$ cat src/rtl/vmem_pkg.sv
// ============================================================================
// Module  : vmem_pkg
// Brief   : Shared constants and FSM state type for the vector memory sequencer.
// Revision: 1.0
// ============================================================================
`default_nettype none

package vmem_pkg;
   localparam int LANES         = 3;
   localparam int DEFAULT_DEPTH = 1000;

   typedef enum logic [1:0] {
      S_IDLE  = 2'd0,
      S_ISSUE = 2'd1,
      S_DONE  = 2'd2
   } state_t;
endpackage

`default_nettype wire

$ cat src/rtl/vmem_addr_gen.sv
// ============================================================================
// Module  : vmem_addr_gen
// Brief   : Beat base register and 3-lane strided address / lane-valid generator.
// Revision: 1.0
// ============================================================================
`default_nettype none

module vmem_addr_gen
   import vmem_pkg::*;
#(
   parameter int N  = 18,
   parameter int EW = 5
) (
   input  logic                      clk,
   input  logic                      rst_n,
   input  logic                      i_load,
   input  logic                      i_step,
   input  logic [N-1:0]              i_base,
   input  logic [N-1:0]              i_stride,
   input  logic [EW-1:0]             i_remain,
   output logic [LANES-1:0][N-1:0]   o_addr,
   output logic [LANES-1:0]          o_vld
);

   logic [N-1:0] r_beat_base;
   logic [N-1:0] w_stride2;
   logic [N-1:0] w_stride3;

   assign w_stride2 = {i_stride[N-2:0], 1'b0};
   assign w_stride3 = w_stride2 + i_stride;

   always_ff @(posedge clk or negedge rst_n) begin
      if (!rst_n) begin
         r_beat_base <= '0;
      end else if (i_load) begin
         r_beat_base <= i_base;
      end else if (i_step) begin
         r_beat_base <= r_beat_base + w_stride3;
      end
   end

   assign o_vld[0] = i_remain > EW'(0);
   assign o_vld[1] = i_remain > EW'(1);
   assign o_vld[2] = i_remain > EW'(2);

   // Idle lanes mirror lane 0 so a replicated store rewrites the same word.
   assign o_addr[0] = r_beat_base;
   assign o_addr[1] = o_vld[1] ? (r_beat_base + i_stride)  : r_beat_base;
   assign o_addr[2] = o_vld[2] ? (r_beat_base + w_stride2) : r_beat_base;

endmodule

`default_nettype wire

$ cat src/rtl/vmem_access_seq.sv
// ============================================================================
// Module  : vmem_access_seq
// Brief   : Strided vector load/store sequencer driving a 3-port data memory.
//           Optional word-index bounds check: define VMEM_BOUNDS_CHECK_EN.
// Revision: 1.0
// ============================================================================
`default_nettype none

module vmem_access_seq
   import vmem_pkg::*;
#(
   parameter int N     = 18,
   parameter int VLEN  = 12,
   parameter int DEPTH = DEFAULT_DEPTH
) (
   input  logic                          clk,
   input  logic                          rst_n,
   input  logic                          req_valid,
   output logic                          req_ready,
   input  logic                          req_store,
   input  logic [N-1:0]                  req_base,
   input  logic [N-1:0]                  req_stride,
   input  logic [$clog2(VLEN+1)-1:0]     req_len,
   input  logic [VLEN*N-1:0]             wdata_vec,
   output logic [VLEN*N-1:0]             rdata_vec,
   output logic                          busy,
   output logic                          done,
   output logic                          err,
   output logic                          mem_oe,
   output logic                          mem_we,
   output logic [N-1:0]                  mem_pos1,
   output logic [N-1:0]                  mem_pos2,
   output logic [N-1:0]                  mem_pos3,
   output logic [N-1:0]                  mem_wd1,
   output logic [N-1:0]                  mem_wd2,
   output logic [N-1:0]                  mem_wd3,
   input  logic [N-1:0]                  mem_rd1,
   input  logic [N-1:0]                  mem_rd2,
   input  logic [N-1:0]                  mem_rd3
);

   localparam int LW = $clog2(VLEN+1);
   localparam int EW = LW + 1;
   localparam int IW = $clog2(VLEN);

   state_t                   r_state;
   logic                     r_store;
   logic                     r_done;
   logic                     r_err;
   logic                     r_busy;
   logic [N-1:0]             r_stride;
   logic [LW-1:0]            r_len;
   logic [EW-1:0]            r_ebase;
   logic [N-1:0]             r_wdata [VLEN];
   logic [N-1:0]             r_rdata [VLEN];

   logic                     w_issue;
   logic                     w_last;
   logic                     w_blk;
   logic [LW-1:0]            w_len_clamp;
   logic [EW-1:0]            w_remain;
   logic [LANES-1:0][N-1:0]  w_addr;
   logic [LANES-1:0][N-1:0]  w_rd;
   logic [LANES-1:0][N-1:0]  w_wd;
   logic [LANES-1:0]         w_vld;
   logic [LANES-1:0]         w_oob;
   logic [IW-1:0]            w_eidx [LANES];

   assign w_issue     = (r_state == S_ISSUE);
   assign w_remain    = EW'(r_len) - r_ebase;
   assign w_last      = w_remain <= EW'(LANES);
   assign w_len_clamp = (req_len > LW'(VLEN)) ? LW'(VLEN) : req_len;
   assign w_rd        = {mem_rd3, mem_rd2, mem_rd1};

   vmem_addr_gen #(
      .N  (N),
      .EW (EW)
   ) u_addr_gen (
      .clk      (clk),
      .rst_n    (rst_n),
      .i_load   (req_valid && req_ready),
      .i_step   (w_issue),
      .i_base   (req_base),
      .i_stride (r_stride),
      .i_remain (w_remain),
      .o_addr   (w_addr),
      .o_vld    (w_vld)
   );

   generate
      for (genvar j = 0; j < LANES; j++) begin : g_lane
         assign w_eidx[j] = w_vld[j] ? IW'(r_ebase + EW'(j)) : IW'(r_ebase);
         assign w_wd[j]   = r_wdata[w_eidx[j]];
         assign w_oob[j]  = w_vld[j] && (32'(w_addr[j][N-1:2]) >= 32'(DEPTH));
      end
      for (genvar i = 0; i < VLEN; i++) begin : g_pack
         assign rdata_vec[i*N +: N] = r_rdata[i];
      end
   endgenerate

`ifdef VMEM_BOUNDS_CHECK_EN
   assign w_blk = w_issue && (|w_oob);
`else
   logic w_unused_oob;
   assign w_unused_oob = |w_oob;
   assign w_blk        = 1'b0;
`endif

   // Strobes decode the state register directly so reset kills them immediately.
   assign req_ready = (r_state == S_IDLE);
   assign mem_oe    = w_issue && !r_store && !w_blk;
   assign mem_we    = w_issue &&  r_store && !w_blk;
   assign mem_pos1  = w_issue ? w_addr[0] : '0;
   assign mem_pos2  = w_issue ? w_addr[1] : '0;
   assign mem_pos3  = w_issue ? w_addr[2] : '0;
   assign mem_wd1   = w_issue ? w_wd[0]   : '0;
   assign mem_wd2   = w_issue ? w_wd[1]   : '0;
   assign mem_wd3   = w_issue ? w_wd[2]   : '0;
   assign busy      = r_busy;
   assign done      = r_done;
   assign err       = r_err;

   always_ff @(posedge clk or negedge rst_n) begin
      if (!rst_n) begin
         r_state  <= S_IDLE;
         r_store  <= 1'b0;
         r_done   <= 1'b0;
         r_err    <= 1'b0;
         r_busy   <= 1'b0;
         r_stride <= '0;
         r_len    <= '0;
         r_ebase  <= '0;
         for (int i = 0; i < VLEN; i++) begin
            r_wdata[i] <= '0;
            r_rdata[i] <= '0;
         end
      end else begin
         r_done <= 1'b0;
         case (r_state)
            S_IDLE: begin
               if (req_valid) begin
                  r_store  <= req_store;
                  r_stride <= req_stride;
                  r_len    <= w_len_clamp;
                  r_ebase  <= '0;
                  r_err    <= 1'b0;
                  r_busy   <= 1'b1;
                  for (int i = 0; i < VLEN; i++) begin
                     r_wdata[i] <= wdata_vec[i*N +: N];
                     r_rdata[i] <= '0;
                  end
                  if (w_len_clamp == '0) begin
                     r_state <= S_DONE;
                     r_done  <= 1'b1;
                  end else begin
                     r_state <= S_ISSUE;
                  end
               end
            end
            S_ISSUE: begin
               if (w_blk) begin
                  r_state <= S_DONE;
                  r_done  <= 1'b1;
                  r_err   <= 1'b1;
               end else begin
                  if (!r_store) begin
                     for (int j = 0; j < LANES; j++) begin
                        if (w_vld[j]) r_rdata[w_eidx[j]] <= w_rd[j];
                     end
                  end
                  r_ebase <= r_ebase + EW'(LANES);
                  if (w_last) begin
                     r_state <= S_DONE;
                     r_done  <= 1'b1;
                  end
               end
            end
            S_DONE: begin
               r_state <= S_IDLE;
               r_busy  <= 1'b0;
            end
            default: r_state <= S_IDLE;
         endcase
      end
   end

endmodule

`default_nettype wire

$ cat config.mk
export PLATFORM = sky130hd
export DESIGN_NAME = vmem_access_seq
export DESIGN_NICKNAME = d
export VERILOG_FILES = /design/src/rtl/vmem_pkg.sv /design/src/rtl/vmem_addr_gen.sv /design/src/rtl/vmem_access_seq.sv
export SDC_FILE = /design/constraint.sdc
export NUM_CORES = 2
export LEC_CHECK = 0
export CORE_AREA = 3 3 250 252
export DETAILED_ROUTE_END_ITERATION = 12
export DIE_AREA = 0 0 253 255
export PLACE_DENSITY_LB_ADDON = 0.1
export SYNTH_ARGS = -nofsm -noshare
export SYNTH_HDL_FRONTEND = slang
export SYNTH_SLANG_ARGS = --single-unit
$ cat constraint.sdc
create_clock -name clk -period 7.7 [get_ports clk]
set_input_delay 0.77 -clock clk [delete_from_list [all_inputs] [get_ports clk]]
set_output_delay 0.77 -clock clk [all_outputs]
set_load 0.005 [all_outputs]
Word-level counts from Yosys, hierarchy flattened
Index checks and enable logic that the tools add are counted.
Storage, ports and cells
  register bits after elaboration: 482
  bits of input ports: 314
  output and inout bits: 330
  word-level logic and storage cells: 129
Operators by class
  $add $sub $neg: 8
  order comparisons: 11
  equality and inequality tests: 5
  muxes and demuxes: 53
  bitwise gates (word level): 3
  reductions and logical operators: 17
Operator list (number)
  216-bit 2-to-1 mux: 9
  216-bit bitwise mux: 3
  216-bit one-hot mux with 2 select lines: 1
  18-bit 2-to-1 mux: 19
  18-bit binary-select mux with 4-bit select: 3
  18-bit demux with 4-bit select: 3
  18-bit adder: 4
  5-bit greater-or-equal comparator, second input constant: 3
  5-bit by 1-bit less-than comparator with 1-bit output, second input constant: 3
  4-bit NOT with 5-bit output: 3
  4-bit 2-to-1 mux: 3
  5-bit by 1-bit greater-than comparator with 1-bit output, second input constant: 2
  5-bit one-hot mux with 2 select lines: 1
  2-bit AND reduction: 4
  1-bit logical AND: 6
  2-bit 2-to-1 mux: 3
  2-bit nonzero test: 3
  5-bit by 2-bit adder with 5-bit output, second input constant: 1
  5-bit by 2-bit greater-than comparator with 1-bit output, second input constant: 1
  5-bit by 2-bit less-or-equal comparator with 1-bit output, second input constant: 1
  5-bit 2-to-1 mux: 1
  4-bit by 5-bit subtractor with 5-bit output: 1
  4-bit by 1-bit adder with 4-bit output, second input constant: 1
  4-bit by 2-bit adder with 4-bit output, second input constant: 1
  12 further kinds: 17

Longest topological paths before layout
  depth after elaboration: 17
  mapped depth: 18

By module
From an unflattened synthesis, not the netlist that was laid out.
Unflattened totals
  cells, all modules: 3606
  area, all modules: 32757.7 µm²
By module, submodules not included
  vmem_access_seq: times used 1, cells each 3127, area each 28915.2 µm², sequential area each 11611.1 µm²
  vmem_addr_gen: times used 1, cells each 479, area each 3842.4 µm², sequential area each 450.4 µm²

Worst setup path after synthesis
Ideal clock, no wire load.
  kind: register to output
  from: register r_ebase[1]
  to: output mem_wd3[10]
  arrival time: 4.010 ns
  data required time: 6.930 ns
  setup slack: 2.920 ns
  stages on the path, launching flop included: 17
  path through: dfrtp_1 -> clkbuf_1 -> inv_1 -> clkbuf_1 -> clkbuf_1 -> ha_1 -> nor2b_1 -> o21a_1 -> or3_1 -> buf_6 -> a211o_1 -> buf_6 -> a21oi_4 -> buf_4 -> mux4_2 -> a22oi_1 -> nand2_1
On the way
  longest elaborated chain between the ends: 8
  elaborated cells on any way between the ends: 9
  those cells by class: add/sub (2); order compare (1); mux (5); bitwise (1)
Ends and longest elaborated chain
  start: declaration: RTL line vmem_access_seq.sv:53  | logic [EW-1:0] r_ebase;
  start signal: assignment: RTL line vmem_access_seq.sv:171  | r_ebase <= r_ebase + EW'(LANES);
  4-bit by 5-bit subtractor with 5-bit output: RTL line vmem_access_seq.sv:70  | assign w_remain = EW'(r_len) - r_ebase;
  5-bit by 2-bit greater-than comparator with 1-bit output: RTL line vmem_addr_gen.sv:44  | assign o_vld[2] = i_remain > EW'(2);
  4-bit 2-to-1 mux *: RTL line vmem_access_seq.sv:92  | assign w_eidx[j] = w_vld[j] ? IW'(r_ebase + EW'(j)) : IW'(r_ebase);
  4-bit NOT with 5-bit output (not written as such) *: RTL line vmem_access_seq.sv:93  | assign w_wd[j] = r_wdata[w_eidx[j]];
  18-bit binary-select mux with 4-bit select *: RTL line vmem_access_seq.sv:93
  18-bit 2-to-1 mux (not written as such) * (2 in series): RTL line vmem_access_seq.sv:93
  18-bit 2-to-1 mux *: RTL line vmem_access_seq.sv:118  | assign mem_wd3 = w_issue ? w_wd[2] : '0;
  end: declaration: RTL line vmem_access_seq.sv:36  | output logic [N-1:0] mem_wd3,
Every way passes the cells marked *; elsewhere a longest branch is shown, timed or not. The select of a mux whose other input is x is not followed.

Worst setup path in the final report
  from: register r_ebase[2]
  to: output mem_wd2[17]
On the way
  longest elaborated chain between the ends: 8
  elaborated cells on any way between the ends: 9
  those cells by class: add/sub (2); order compare (1); mux (5); bitwise (1)
Ends and longest elaborated chain
  4-bit by 5-bit subtractor with 5-bit output: RTL line vmem_access_seq.sv:70
  5-bit by 1-bit greater-than comparator with 1-bit output: RTL line vmem_addr_gen.sv:43  | assign o_vld[1] = i_remain > EW'(1);
  4-bit 2-to-1 mux *: RTL line vmem_access_seq.sv:92
  4-bit NOT with 5-bit output (not written as such) *: RTL line vmem_access_seq.sv:93
  18-bit binary-select mux with 4-bit select *: RTL line vmem_access_seq.sv:93
  18-bit 2-to-1 mux (not written as such) * (2 in series): RTL line vmem_access_seq.sv:93
  18-bit 2-to-1 mux *: RTL line vmem_access_seq.sv:117  | assign mem_wd2 = w_issue ? w_wd[1] : '0;
  end: declaration: RTL line vmem_access_seq.sv:35  | output logic [N-1:0] mem_wd2,
Marked as above.

==> flow_summary.yaml <==
timing:
  fmax_ghz: 0.1482
  finalSetupViolCount: 0
  rsz0062_at_grt: "no"
  tns_ns: 0
  period_minus_slack_ns: 6.748
  slew_violations: 0
  finClkSkew_ns: 0.02653
  hold_viol_final: 0
  worst_slew_pin_slew_ns: 1.311
  worst_slack_ns: 0.9515
  relSlewSlack_pct: 12.59
  period_share_pct: 87.64
setup_path:
  cp_max_fo: 70
  cp-end-kind: "primary output"
  crit_path_start_kind: "register"
  path_delay_family: "buffers and inverters"
  critPathMaxStageDelay_ns: 0.69
  r2r_cells: 11
  slowest_stage: "nand2_4"
  rrSetupSlack_ns: 2.19
  worst-path-buf-inv: 3
  crit_path_cell_trace: "buf_4, inv_1, ha_1, o21a_1, or3_1, a21o_1, nand2_4, mux2_2, o22ai_1, o211ai_1, clkdlybuf4s50_1"
  r2r-start: "r_ebase[2]"
  crit_start: "r_ebase[2]"
  cp_data_required_time_ns: 6.93
  crit_end: "mem_wd2[17]"
  crit_type: "register to primary output"
  crit_cells: 11
  crit_arrival_ns: 5.98
  r2r_end: "rdata_vec[100]"
grt:
  grt_first_pass_wirelength_mm: 197.4
  grt.overflow.total: 0
  grt_max_degree: 217
  antenna_found_initial: 19
  grt_use_total_pct: 40.33
  grt_pass1_vias: 30507
routing:
  final_antenna_net_count: 0
  wire_per_inst_microns: 26.82
  drt_iter0_markers: 4533
  vias: 33122
  drc: 0
  first_pass_iters: 6
  via_per_inst: 6.610
  wirelength_mm: 134.4
pwr:
  p_clk_share_pct: 11.5
  p_int_uw: 11600
  power.leakage_uw: 0.01763
  power_density_mw_per_mm2: 557.0
  swShare_pct: 49.15
  total_power_uw: 22810
  combPwrFrac_pct: 65.6
  peakVddDrop_mv: 0.3675
  power.share.sequential_pct: 22.9
  power_switching_uw: 11210
placed_design:
  io_buffer_count: 642
  place.gp.congestion: 0.9696
  hpwl_mm: 95.05
  post-place-ws_ns: 1.775
  place_inst: 4905
  dpl_cell_area_sq_mm: 0.03917
clock_network:
  postCtsHoldBufs: 0
  cts_buffer_depth: 3
  clkSinkCount: 482
  root_buffer: "clkbuf_16"
  cts_tree: "done"
  post_cts_buffers: 0
  clk_pin_slew_worst_paths_ns: 0.06
  htreeDepth: 2
  post_cts_resized: 0
  numCtsBuffers: 54
  clock_latency_ns: 0.63
logic_synthesis:
  async_flop_share_pct: 100.0
  synth_ff_type: "dfrtp_1"
  synth.distinct_cells: 75
  syn-cell-area_sq_mm: 0.03300
  ys_ff_latch: 482
  avgSynthCellArea_sq_um: 8.741
  synth.most_common_cell: "nand2_1"
  synth_commonest_cells: "nand2_1, dfrtp_1, nor2_1, a21oi_1, o221ai_1"
  synth_nets: 4169
  synth_area_leaders: "dfrtp_1, nand2_1, o221ai_1"
  yosys.area.top_type: "dfrtp_1"
  synth-edff-count: 0
  synth_cells: 3776
  synth_top_area_share_pct: 36.55
  ys.warnings.count: 0
  ys_seq_area_share_pct: 36.55
die:
  die_w_microns: 253
  rows: 90
  core-area_sq_mm: 0.06036
  io_pins: 644
  die_h_microns: 255
  start_util_pct: 54.68
  die_area_sq_mm: 0.06452
run_status:
  status: "finished, final reports clean"
final_layout:
  fillers: 4914
  drive_above_1_share_pct: 9.056
  areaGrowthSynthToFinish_pct: 24.08
  fin_cells: 5011
  stdcell_area_sq_mm: 0.04095
  finish.net_count: 4572
run:
  maxCapViolCount: 0
min_path:
  hold_path.class: "primary input to async pin"
==> kinds of logic (layout without fill, tap and decap cells) <==
family / Yosys count / in the layout / synth area share [%]
AOI/OAI and AO/OA: 902 / 902 / 19.93
xor gates and xnor gates: 45 / 45 / 1.251
adders and majority gates: 79 / 79 / 3.450
buffers and inverters: 353 / 795 / 5.489
DFF: 482 / 482 / 36.55
muxes: 351 / 351 / 14.21
other: 1 / 12 / 0.01136
and+or+nand+nor: 1563 / 1563 / 19.11
==> stage by stage <==
stage	utilization [%]	hold slack (ns)
2_1_floorplan	-	0.4523
3_3_place_gp	64.89	0.4902
3_5_place_dp	64.89	0.4880
4_1_cts	67.80	0.2118
5_1_grt	67.82	0.2522
6_report	67.85	0.1781
==> final cells by class <==
type | count | area [sq um] | share of cell area [%]
antenna | 11 | 27.53 | 0.06722
clock inverter | 19 | 211.5 | 0.5164
timing repair buffer | 687 | 6832 | 16.68
tap | 782 | 978.4 | 2.389
sequential | 482 | 12070 | 29.47
multi-input combinational | 2941 | 19240 | 46.99
clock buffer | 76 | 1544 | 3.770
inverter | 13 | 48.80 | 0.1192
==> metal layers <==
metal	vias to the layer above	routed length, microns	part of all wire [%]	global-route usage [%]
met5	-	159	0.12	0
met2	2364	54650	41	55.34
met1	15987	54560	41	58.99
met4	24	6696	5.0	17.50
met3	350	18320	14	12.02
li1	14397	-	-	-
==> worst min-delay path by stage <==
stage / from / end / slack (ns) / depth (start not counted)
global placement: r_len[3] / r_len[3] / 0.49 / 2
floorplan: r_len[2] / r_len[2] / 0.45 / 2
CTS: rst_n / r_wdata[81] / 0.21 / 1
global route: rst_n / r_wdata[154] / 0.25 / 1
finish: rst_n / r_wdata[154] / 0.18 / 1
detailed placement: r_len[3] / r_len[3] / 0.49 / 2
==> sequential cells by signal, summed over array words and instances (netlist names) <==
signal,flops
r_state,2
busy,1
u_addr_gen.r_beat_base,18
r_ebase,5
done,1
r_store,1
r_stride,18
r_len,4
r_wdata,216
rdata_vec,216
==> placed cells by master (no fill, tap or decap), types with 11 or more instances in the layout <==
master and count:
a211o_1 17, a21o_1 24, a21oi_1 253, a21oi_2 51, a221oi_1 36, a22oi_1 22, a31oi_1 16, and2_1 22
buf_4 40, clkbuf_1 11, clkbuf_16 54, clkbuf_8 11, clkdlybuf4s50_1 641, dfrtp_1 479, diode_2 11, fa_1 20
ha_1 59, inv_1 13, mux2_2 40, mux2i_1 221, mux4_2 90, nand2_1 1109, nand2_4 11, nand3_1 17
nor2_1 280, nor2b_1 12, nor3_1 49, o211ai_1 17, o21a_1 12, o21ai_0 53, o221ai_1 255, o221ai_2 15
o22ai_1 76, or3_1 17, xnor2_1 28, xor2_1 16
==> power by group through the flow <==
stage,Sequential (uW),Combinational (uW),Clock (uW)
finish,5230,15000,2620
global route,5290,16100,2730
CTS,5100,14700,2630
detailed placement,5120,14600,0
global placement,5130,14400,0
floorplan,4470,9920,0
(Power assumes the default switching activity.)
